`src/rtl/ps2_host_fifo_if.sv`:
```
// CSR bus bundle for the PS/2 host controller.
// The bus master drives address, write strobe and write data; the controller returns registered read data.
interface ps2_host_fifo_if;
    logic [13:0] csr_a;
    logic        csr_we;
    logic [31:0] csr_di;
    logic [31:0] csr_do;

    modport master (output csr_a, output csr_we, output csr_di, input csr_do);
    modport slave  (input csr_a, input csr_we, input csr_di, output csr_do);
endinterface

```
`src/rtl/ps2_host_fifo.sv`:
```
// PS/2 host controller: filtered RX into a scancode FIFO, acknowledged TX, sticky error flags, maskable IRQ.
// Pads are open-drain: o_*_oe=1 pulls the line low, 0 releases it; i_* is the resolved line level.
//   state     | meaning
//   S_IDLE    | waiting for a start bit or a TXDATA write
//   S_RX      | shifting in a device frame
//   S_INHIBIT | host holds clock low for 100 us
//   S_REQ     | data low, clock released (request to send)
//   S_TX      | driving data bits and parity on device clock falls
//   S_STOP    | data released, sampling the device ACK
//   S_ACKW    | waiting for clock and data to return high
//   S_DONE    | flag completion
module ps2_host_fifo #(
    parameter logic [3:0]  csr_addr      = 4'h0,
    parameter int unsigned clk_freq      = 100000000,
    parameter int unsigned rx_depth_log2 = 4,
    parameter int unsigned filter_len    = 8
) (
    input  logic           i_sys_clk,
    input  logic           i_sys_rst,
    ps2_host_fifo_if.slave csr,
    input  logic           i_ps2_clk,
    input  logic           i_ps2_data,
    output logic           o_ps2_clk_oe,
    output logic           o_ps2_data_oe,
    output logic           o_irq
);

    localparam int unsigned PW    = rx_depth_log2;
    localparam int unsigned DEPTH = 1 << rx_depth_log2;
    localparam logic [31:0] T_2MS  = 32'(clk_freq / 500);
    localparam logic [31:0] T_15MS = 32'(clk_freq / 1000 * 15);
    localparam logic [31:0] T_INH  = 32'(clk_freq / 10000);
    localparam logic [7:0]  FILT_RLD = 8'(filter_len - 1);

    typedef enum logic [2:0] {
        S_IDLE, S_RX, S_INHIBIT, S_REQ, S_TX, S_STOP, S_ACKW, S_DONE
    } state_t;

    logic       r_clk_s1, r_clk_s2, r_dat_s1, r_dat_s2;
    logic       r_clk_f, r_clk_fd;
    logic [7:0] r_filt;
    logic       w_fall;

    always_ff @(posedge i_sys_clk or posedge i_sys_rst) begin
        if (i_sys_rst) begin
            r_clk_s1 <= 1'b1;
            r_clk_s2 <= 1'b1;
            r_dat_s1 <= 1'b1;
            r_dat_s2 <= 1'b1;
            r_clk_f  <= 1'b1;
            r_clk_fd <= 1'b1;
            r_filt   <= FILT_RLD;
        end else begin
            r_clk_s1 <= i_ps2_clk;
            r_clk_s2 <= r_clk_s1;
            r_dat_s1 <= i_ps2_data;
            r_dat_s2 <= r_dat_s1;
            r_clk_fd <= r_clk_f;
            if (r_clk_s2 == r_clk_f) begin
                r_filt <= FILT_RLD;
            end else if (r_filt == 8'd0) begin
                r_clk_f <= r_clk_s2;
                r_filt  <= FILT_RLD;
            end else begin
                r_filt <= r_filt - 8'd1;
            end
        end
    end

    assign w_fall = r_clk_fd & ~r_clk_f;

    logic       w_sel, w_rd, w_wr, w_w1c, w_tx_wr, w_pop;
    logic [1:0] w_reg;

    assign w_sel = (csr.csr_a[13:10] == csr_addr);
    assign w_rd  = w_sel & ~csr.csr_we;
    assign w_wr  = w_sel & csr.csr_we;
    assign w_reg = csr.csr_a[1:0];
    assign w_w1c = w_wr & (w_reg == 2'd2);

    state_t      r_state, w_state_n;
    logic [3:0]  r_bit, w_bit_n;
    logic [9:0]  r_sr, w_sr_n;
    logic [31:0] r_tmr, w_tmr_n;
    logic [7:0]  r_tx_byte, w_tx_byte_n;
    logic        r_clk_oe, w_clk_oe_n, r_dat_oe, w_dat_oe_n;
    logic        w_push, w_set_nack, w_set_to, w_set_done;
    logic        w_tx_busy, w_tmr_tc;
    logic [8:0]  w_tx_bits;
    logic [10:0] w_rx_word;
    logic [9:0]  w_rx_entry;
    logic [2:0]  r_ctrl;

    assign w_tx_busy  = (r_state != S_IDLE) && (r_state != S_RX);
    assign w_tx_wr    = w_wr & (w_reg == 2'd1) & ~w_tx_busy;
    assign w_tmr_tc   = (r_tmr == 32'd0);
    assign w_tx_bits  = {~^r_tx_byte, r_tx_byte};
    assign w_rx_word  = {r_dat_s2, r_sr};
    assign w_rx_entry = {~w_rx_word[10], ~^w_rx_word[9:1], w_rx_word[8:1]};

    always_comb begin
        w_state_n   = r_state;
        w_bit_n     = r_bit;
        w_sr_n      = r_sr;
        w_tx_byte_n = r_tx_byte;
        w_tmr_n     = w_tmr_tc ? 32'd0 : r_tmr - 32'd1;
        w_clk_oe_n  = 1'b0;
        w_dat_oe_n  = r_dat_oe;
        w_push      = 1'b0;
        w_set_nack  = 1'b0;
        w_set_to    = 1'b0;
        w_set_done  = 1'b0;
        case (r_state)
            S_IDLE, S_RX: begin
                w_dat_oe_n = 1'b0;
                w_clk_oe_n = (r_state == S_IDLE) & r_ctrl[2];
                if (w_tx_wr) begin
                    // a TX request abandons any partially received frame
                    w_tx_byte_n = csr.csr_di[7:0];
                    w_tmr_n     = T_INH - 32'd1;
                    w_clk_oe_n  = 1'b1;
                    w_bit_n     = 4'd0;
                    w_state_n   = S_INHIBIT;
                end else if (w_fall && !r_clk_oe) begin
                    w_sr_n  = {r_dat_s2, r_sr[9:1]};
                    w_tmr_n = T_2MS;
                    if (r_state == S_IDLE) begin
                        if (!r_dat_s2) begin
                            w_bit_n   = 4'd1;
                            w_state_n = S_RX;
                        end
                    end else if (r_bit == 4'd10) begin
                        w_push    = 1'b1;
                        w_bit_n   = 4'd0;
                        w_state_n = S_IDLE;
                    end else begin
                        w_bit_n = r_bit + 4'd1;
                    end
                end else if (r_state == S_RX && w_tmr_tc) begin
                    w_set_to  = 1'b1;
                    w_bit_n   = 4'd0;
                    w_state_n = S_IDLE;
                end
            end
            S_INHIBIT: begin
                w_clk_oe_n = 1'b1;
                if (w_tmr_tc) begin
                    w_dat_oe_n = 1'b1;
                    w_state_n  = S_REQ;
                end
            end
            S_REQ: begin
                w_dat_oe_n = 1'b1;
                w_tmr_n    = T_15MS;
                w_state_n  = S_TX;
            end
            S_TX: begin
                if (w_fall) begin
                    w_tmr_n = T_2MS;
                    if (r_bit == 4'd9) begin
                        w_dat_oe_n = 1'b0;
                        w_bit_n    = 4'd0;
                        w_state_n  = S_STOP;
                    end else begin
                        w_dat_oe_n = ~w_tx_bits[r_bit];
                        w_bit_n    = r_bit + 4'd1;
                    end
                end else if (w_tmr_tc) begin
                    w_dat_oe_n = 1'b0;
                    w_set_to   = 1'b1;
                    w_set_done = 1'b1;
                    w_bit_n    = 4'd0;
                    w_state_n  = S_IDLE;
                end
            end
            S_STOP: begin
                if (w_fall) begin
                    w_set_nack = r_dat_s2;
                    w_tmr_n    = T_2MS;
                    w_state_n  = S_ACKW;
                end else if (w_tmr_tc) begin
                    w_set_to   = 1'b1;
                    w_set_done = 1'b1;
                    w_state_n  = S_IDLE;
                end
            end
            S_ACKW: begin
                if (r_clk_f && r_dat_s2) begin
                    w_state_n = S_DONE;
                end else if (w_tmr_tc) begin
                    w_set_to   = 1'b1;
                    w_set_done = 1'b1;
                    w_state_n  = S_IDLE;
                end
            end
            S_DONE: begin
                w_set_done = 1'b1;
                w_state_n  = S_IDLE;
            end
            default: w_state_n = S_IDLE;
        endcase
    end

    always_ff @(posedge i_sys_clk or posedge i_sys_rst) begin
        if (i_sys_rst) begin
            r_state   <= S_IDLE;
            r_bit     <= 4'd0;
            r_sr      <= 10'd0;
            r_tmr     <= 32'd0;
            r_tx_byte <= 8'd0;
            r_clk_oe  <= 1'b0;
            r_dat_oe  <= 1'b0;
        end else begin
            r_state   <= w_state_n;
            r_bit     <= w_bit_n;
            r_sr      <= w_sr_n;
            r_tmr     <= w_tmr_n;
            r_tx_byte <= w_tx_byte_n;
            r_clk_oe  <= w_clk_oe_n;
            r_dat_oe  <= w_dat_oe_n;
        end
    end

    assign o_ps2_clk_oe  = r_clk_oe;
    assign o_ps2_data_oe = r_dat_oe;

    logic [9:0]    r_mem [DEPTH];
    logic [PW-1:0] r_wp, r_rp;
    logic [PW:0]   r_cnt;
    logic          w_empty, w_full, w_push_ok, w_set_ovf;

    assign w_empty   = (r_cnt == '0);
    assign w_full    = (r_cnt == (PW+1)'(DEPTH));
    assign w_pop     = w_rd & (w_reg == 2'd0) & ~w_empty;
    // a pop in the same cycle frees the slot the push needs
    assign w_push_ok = w_push & (~w_full | w_pop);
    assign w_set_ovf = w_push & w_full & ~w_pop;

    always_ff @(posedge i_sys_clk) begin
        if (w_push_ok) r_mem[r_wp] <= w_rx_entry;
    end

    always_ff @(posedge i_sys_clk or posedge i_sys_rst) begin
        if (i_sys_rst) begin
            r_wp  <= '0;
            r_rp  <= '0;
            r_cnt <= '0;
        end else begin
            if (w_push_ok) r_wp <= r_wp + PW'(1);
            if (w_pop)     r_rp <= r_rp + PW'(1);
            case ({w_push_ok, w_pop})
                2'b10:   r_cnt <= r_cnt + (PW+1)'(1);
                2'b01:   r_cnt <= r_cnt - (PW+1)'(1);
                default: r_cnt <= r_cnt;
            endcase
        end
    end

    logic        r_tx_nack, r_rx_ovf, r_timeout, r_tx_done, r_irq;
    logic [31:0] r_csr_do, w_rd_data, w_status;

    assign w_status = {25'd0, r_tx_done, r_timeout, r_rx_ovf, r_tx_nack,
                       w_tx_busy, w_full, ~w_empty};

    always_comb begin
        w_rd_data = 32'd0;
        case (w_reg)
            2'd0:    if (!w_empty) w_rd_data = {1'b1, 21'd0, r_mem[r_rp]};
            2'd2:    w_rd_data = w_status;
            2'd3:    w_rd_data = {29'd0, r_ctrl};
            default: w_rd_data = 32'd0;
        endcase
    end

    always_ff @(posedge i_sys_clk or posedge i_sys_rst) begin
        if (i_sys_rst) begin
            r_tx_nack <= 1'b0;
            r_rx_ovf  <= 1'b0;
            r_timeout <= 1'b0;
            r_tx_done <= 1'b0;
            r_ctrl    <= 3'd0;
            r_irq     <= 1'b0;
            r_csr_do  <= 32'd0;
        end else begin
            r_tx_nack <= w_set_nack | (r_tx_nack & ~(w_w1c & csr.csr_di[3]));
            r_rx_ovf  <= w_set_ovf  | (r_rx_ovf  & ~(w_w1c & csr.csr_di[4]));
            r_timeout <= w_set_to   | (r_timeout & ~(w_w1c & csr.csr_di[5]));
            r_tx_done <= w_set_done | (r_tx_done & ~(w_w1c & csr.csr_di[6]));
            if (w_wr && w_reg == 2'd3) r_ctrl <= csr.csr_di[2:0];
            r_irq    <= (r_ctrl[0] & ~w_empty) | (r_ctrl[1] & r_tx_done);
            r_csr_do <= w_rd ? w_rd_data : 32'd0;
        end
    end

    assign csr.csr_do = r_csr_do;
    assign o_irq      = r_irq;

    logic w_unused_bits;
    assign w_unused_bits = ^{csr.csr_a[9:2], csr.csr_di[31:8], w_rx_word[0]};

endmodule
```
`src/flat_wrapper.sv`:
```
// flat-port wrapper written by rule: the top's interface ports become plain ports
module ps2_host_fifo_flat 
#(
    parameter logic [3:0]  csr_addr      = 4'h0,
    parameter int unsigned clk_freq      = 100000000,
    parameter int unsigned rx_depth_log2 = 4,
    parameter int unsigned filter_len    = 8
)
  (i_sys_clk, i_sys_rst, i_ps2_clk, i_ps2_data, o_ps2_clk_oe, o_ps2_data_oe, o_irq, csr_csr_a, csr_csr_we, csr_csr_di, csr_csr_do);
  ps2_host_fifo_if csr_i ();
  input  logic i_sys_clk;
  input  logic i_sys_rst;
  input  logic i_ps2_clk;
  input  logic i_ps2_data;
  output logic o_ps2_clk_oe;
  output logic o_ps2_data_oe;
  output logic o_irq;
  input wire logic [$bits(csr_i.csr_a)-1:0] csr_csr_a;
  input wire logic [$bits(csr_i.csr_we)-1:0] csr_csr_we;
  input wire logic [$bits(csr_i.csr_di)-1:0] csr_csr_di;
  output wire logic [$bits(csr_i.csr_do)-1:0] csr_csr_do;
  assign csr_i.csr_a = csr_csr_a;
  assign csr_i.csr_we = csr_csr_we;
  assign csr_i.csr_di = csr_csr_di;
  assign csr_csr_do = csr_i.csr_do;
  ps2_host_fifo #(.csr_addr(csr_addr), .clk_freq(clk_freq), .rx_depth_log2(rx_depth_log2), .filter_len(filter_len)) u_core (.i_sys_clk(i_sys_clk), .i_sys_rst(i_sys_rst), .csr(csr_i), .i_ps2_clk(i_ps2_clk), .i_ps2_data(i_ps2_data), .o_ps2_clk_oe(o_ps2_clk_oe), .o_ps2_data_oe(o_ps2_data_oe), .o_irq(o_irq));
endmodule
```
`config.mk`:
```
export PLATFORM = sky130hd
export DESIGN_NAME = ps2_host_fifo_flat
export DESIGN_NICKNAME = d
export VERILOG_FILES = /design/src/rtl/ps2_host_fifo_if.sv /design/src/rtl/ps2_host_fifo.sv /design/src/flat_wrapper.sv
export SDC_FILE = /design/constraint.sdc
export NUM_CORES = 1
export LEC_CHECK = 0
export ABC_CLOCK_PERIOD_IN_PS = 4500
export CORE_MARGIN = 8
export CORE_UTILIZATION = 50
export CTS_CLUSTER_DIAMETER = 200
export DETAILED_ROUTE_END_ITERATION = 7
export GPL_TIMING_DRIVEN = 0
export PLACE_DENSITY = 0.7
export SLEW_MARGIN = 20
export SYNTH_ARGS = -nofsm -noshare
export SYNTH_HDL_FRONTEND = slang
export SYNTH_SLANG_ARGS = --single-unit
```
`constraint.sdc`:
```
create_clock -name i_sys_clk -period 4.5 [get_ports i_sys_clk]
set_input_delay 0.9 -clock i_sys_clk [delete_from_list [all_inputs] [get_ports i_sys_clk]]
set_output_delay 0.9 -clock i_sys_clk [all_outputs]
set_load 0.03 [all_outputs]
```
==> impl_metrics.ini <==
[outcome]
status = finished, final reports clean

[sta]
final_max_slew_viol_count = 0
finalHoldViolCount = 0
setup_violations = 0
worstMarginPinSlew_ns = 1.12
setup_tns_ns = 0
rsz0062_at_grt = no
finClkSkew_ns = 0.0223
relSlewSlack = 0.250
period_needed_ns = 4.21
worst_hold_slack_ns = 0.360
fmax_mhz = 237
finalCritPeriodShare = 0.936

[cts]
htree_levels = 1
clkSinkCount = 264
cts_root_buf = clkbuf_16
cts_buffer_depth = 3
cts_hold_buf = 0
cts_tree = done
clk_latency_ns = 0.56
cts_buffers = 27
path_clk_slew_ns = 0.06
post-cts-setup-buffers = 0
cts_resized = 0

[finish]
area_growth_syn_to_layout_pct = 15.2
instances_no_fill = 1192
finalNetCount = 949
drive_above_1_share = 0.191
final_area_sq_um = 13300
diodes = 0
layout_common_cells = edfxtp_1 (160), dfrtp_1 (95), nand2_1 (94), mux4_2 (52), nor2_1 (49)
layout_commonest_cell = edfxtp_1

[synth]
syn_inst = 801
synth.distinct_cells = 65
ys_warn_count = 0
async_flop_share = 0.394
syn-cell-area_sq_um = 11500
synth-edff-count = 160
ys_ff_latch = 264
syn_area_per_cell_sq_um = 14.4
synth_ff_type = edfxtp_1
ys_seq_area_frac = 0.644

[grt]
grt_use_total = 0.174
grt_max_degree = 59
grt_pass1_vias = 6794
grt_pass1_wl_mm = 38.5
antenna_found_initial = 0
grt-ovfl-total = 0

[floorplanning]
fp.dieW_um = 168
die_h_um = 168
die_area_sq_um = 28100
std_cell_rows = 55
pin_count = 86
initial_core_util = 0.509
core_sq_um = 22600

[placed_design]
dpl-instance-area_sq_um = 12400
dp.cells = 1142
gp_congestion = 0.836
port_buffers = 31
place_hpwl_mm = 16.1

[worst_setup_path]
critPathCapture = u_core.r_mem[9][1]
endpoint_kind = flip-flop
regToRegStartpoint = u_core.r_clk_fd
worstSetupStartpointType = input pin
critPathKind = in -> reg
rrSetupSlack_ns = 0.40
critPathLaunch = csr_csr_a[11]
reg2regPathDepth = 8
crit_fanout = 10
r2r_end = u_core.r_mem[9][1]
worstPathArrival_ns = 4.38
required_ns = 4.67

[route]
via_count = 6710
firstDrtPassIters = 5
vias_per_cell = 5.63
drt_wl_total_mm = 24.2
final_antenna_net_count = 0
wl_per_cell_um = 20.3
drc = 0
drt_iter0_drc = 546

[power_and_ir_drop]
combPwrFrac = 0.184
clkPwrFrac = 0.339
p_total_mw = 6.42
switchingPower_mw = 1.85
p_int_mw = 4.57
ir_drop_mv = 0.348
powerDensity_nw_per_um2 = 484
power_frac_seq = 0.477
switching_share = 0.288
p_leak_nw = 4.90

[min_path]
hp-class = reg -> reg

[run]
cap_violations = 0
power by group through the flow:
stage | combinational, mW | clock [mW] | sequential (mW)
2_1_floorplan | 0.877 | 0 | 3.06
3_3_place_gp | 1.13 | 0 | 3.10
3_5_place_dp | 1.16 | 0 | 3.11
4_1_cts | 1.17 | 2.22 | 3.06
5_1_grt | 1.33 | 2.30 | 3.10
6_report | 1.18 | 2.18 | 3.06
cell families (layout without fill, tap and decap cells):
kind of cell,after synthesis,count (layout),share of synthesized area
flip-flops,264,264,0.644
adder cells (fa/ha/maj),12,12,0.0137
buffers and inverters,68,154,0.0304
AO/OA/AOI/OAI,83,83,0.0487
multiplexers,62,62,0.111
AND/OR/NAND/NOR,252,252,0.107
XOR/XNOR,59,59,0.0449
other,1,21,0.000326
registers in the layout (all words and copies together), names as in the netlist, 4 cells and up:
register	flops
u_core.r_cnt	5
u_core.r_wp	4
u_core.r_sr	9
u_core.r_bit	4
u_core.r_tx_byte	8
u_core.csr.csr_do	11
u_core.r_tmr	32
u_core.r_mem	160
u_core.r_filt	8
u_core.r_rp	4
stage by stage:
step | utilization | setup WS [ns]
2_1_floorplan | - | 0.790
3_3_place_gp | 0.541 | -1.14
3_5_place_dp | 0.547 | -0.432
4_1_cts | 0.585 | 0.142
5_1_grt | 0.586 | 0.128
6_report | 0.586 | 0.289
metal layers:
layer | vias to the layer above | wire length (um) | GRT usage
met4 | 0 | 698 | 0.0532
met5 | - | 0 | 0
met2 | 176 | 12000 | 0.296
li1 | 3100 | - | -
met3 | 53 | 1130 | 0.0266
met1 | 3381 | 10400 | 0.227
area by class of cell:
| cell class | instances | area (sq um) |
|---|---|---|
| multi-input combinational | 489 | 3880 |
| clock inverter | 13 | 106 |
| timing repair buffer | 36 | 383 |
| buffer | 56 | 305 |
| sequential | 264 | 7420 |
| clock buffer | 37 | 763 |
| inverter | 12 | 50.0 |
| tap | 285 | 357 |
| fill | 1767 | 9380 |
Yosys cell counts, drive strengths merged, types with 3 or more instances:
cell / n / area [sq um]
edfxtp: 160 / 4800
dfrtp: 95 / 2380
nand2: 94 / 353
nor2: 61 / 231
mux4: 52 / 1170
xnor2: 44 / 385
buf: 33 / 219
o21ai: 29 / 145
clkbuf: 23 / 86.3
a21oi: 17 / 85.1
nor4: 15 / 121
xor2: 15 / 131
nand3: 14 / 70.1
nor3: 13 / 65.1
inv: 12 / 45.0
ha: 11 / 138
dfstp: 9 / 236
nand2b: 9 / 56.3
mux2: 8 / 90.1
a22o: 7 / 61.3
and2: 7 / 43.8
or3: 7 / 48.8
or4: 7 / 56.3
o31ai: 6 / 45.0
nor2b: 5 / 31.3
nand3b: 4 / 30.0
nand4: 4 / 25.0
a21o: 3 / 22.5
a32oi: 3 / 33.8
o21a: 3 / 22.5
worst max-delay path: stages:
cell	delay, ns
clkdlybuf4s50_1	0.41
nor4_2	0.75
o211ai_1	0.21
or2_2	0.33
clkbuf_1	0.18
inv_1	0.18
o21a_1	0.22
buf_4	0.17
nand2_1	0.15
nor2_1	0.88
worst min path at each step:
| stage | start | end | slack, ns | cells after the start |
|---|---|---|---|---|
| final | u_core.r_dat_s1 | u_core.r_dat_s2 | 0.36 | 0 |
| after global routing | u_core.r_dat_s1 | u_core.r_dat_s2 | 0.36 | 0 |
| after CTS | u_core.r_dat_s1 | u_core.r_dat_s2 | 0.36 | 0 |
| after detailed placement | u_core.r_clk_s1 | u_core.r_clk_s2 | 0.35 | 0 |
| after global placement | u_core.r_clk_s1 | u_core.r_clk_s2 | 0.35 | 0 |
| after floorplan | u_core.r_clk_s1 | u_core.r_clk_s2 | 0.35 | 0 |
No activity file was read; power rests on OpenSTA's default activity.
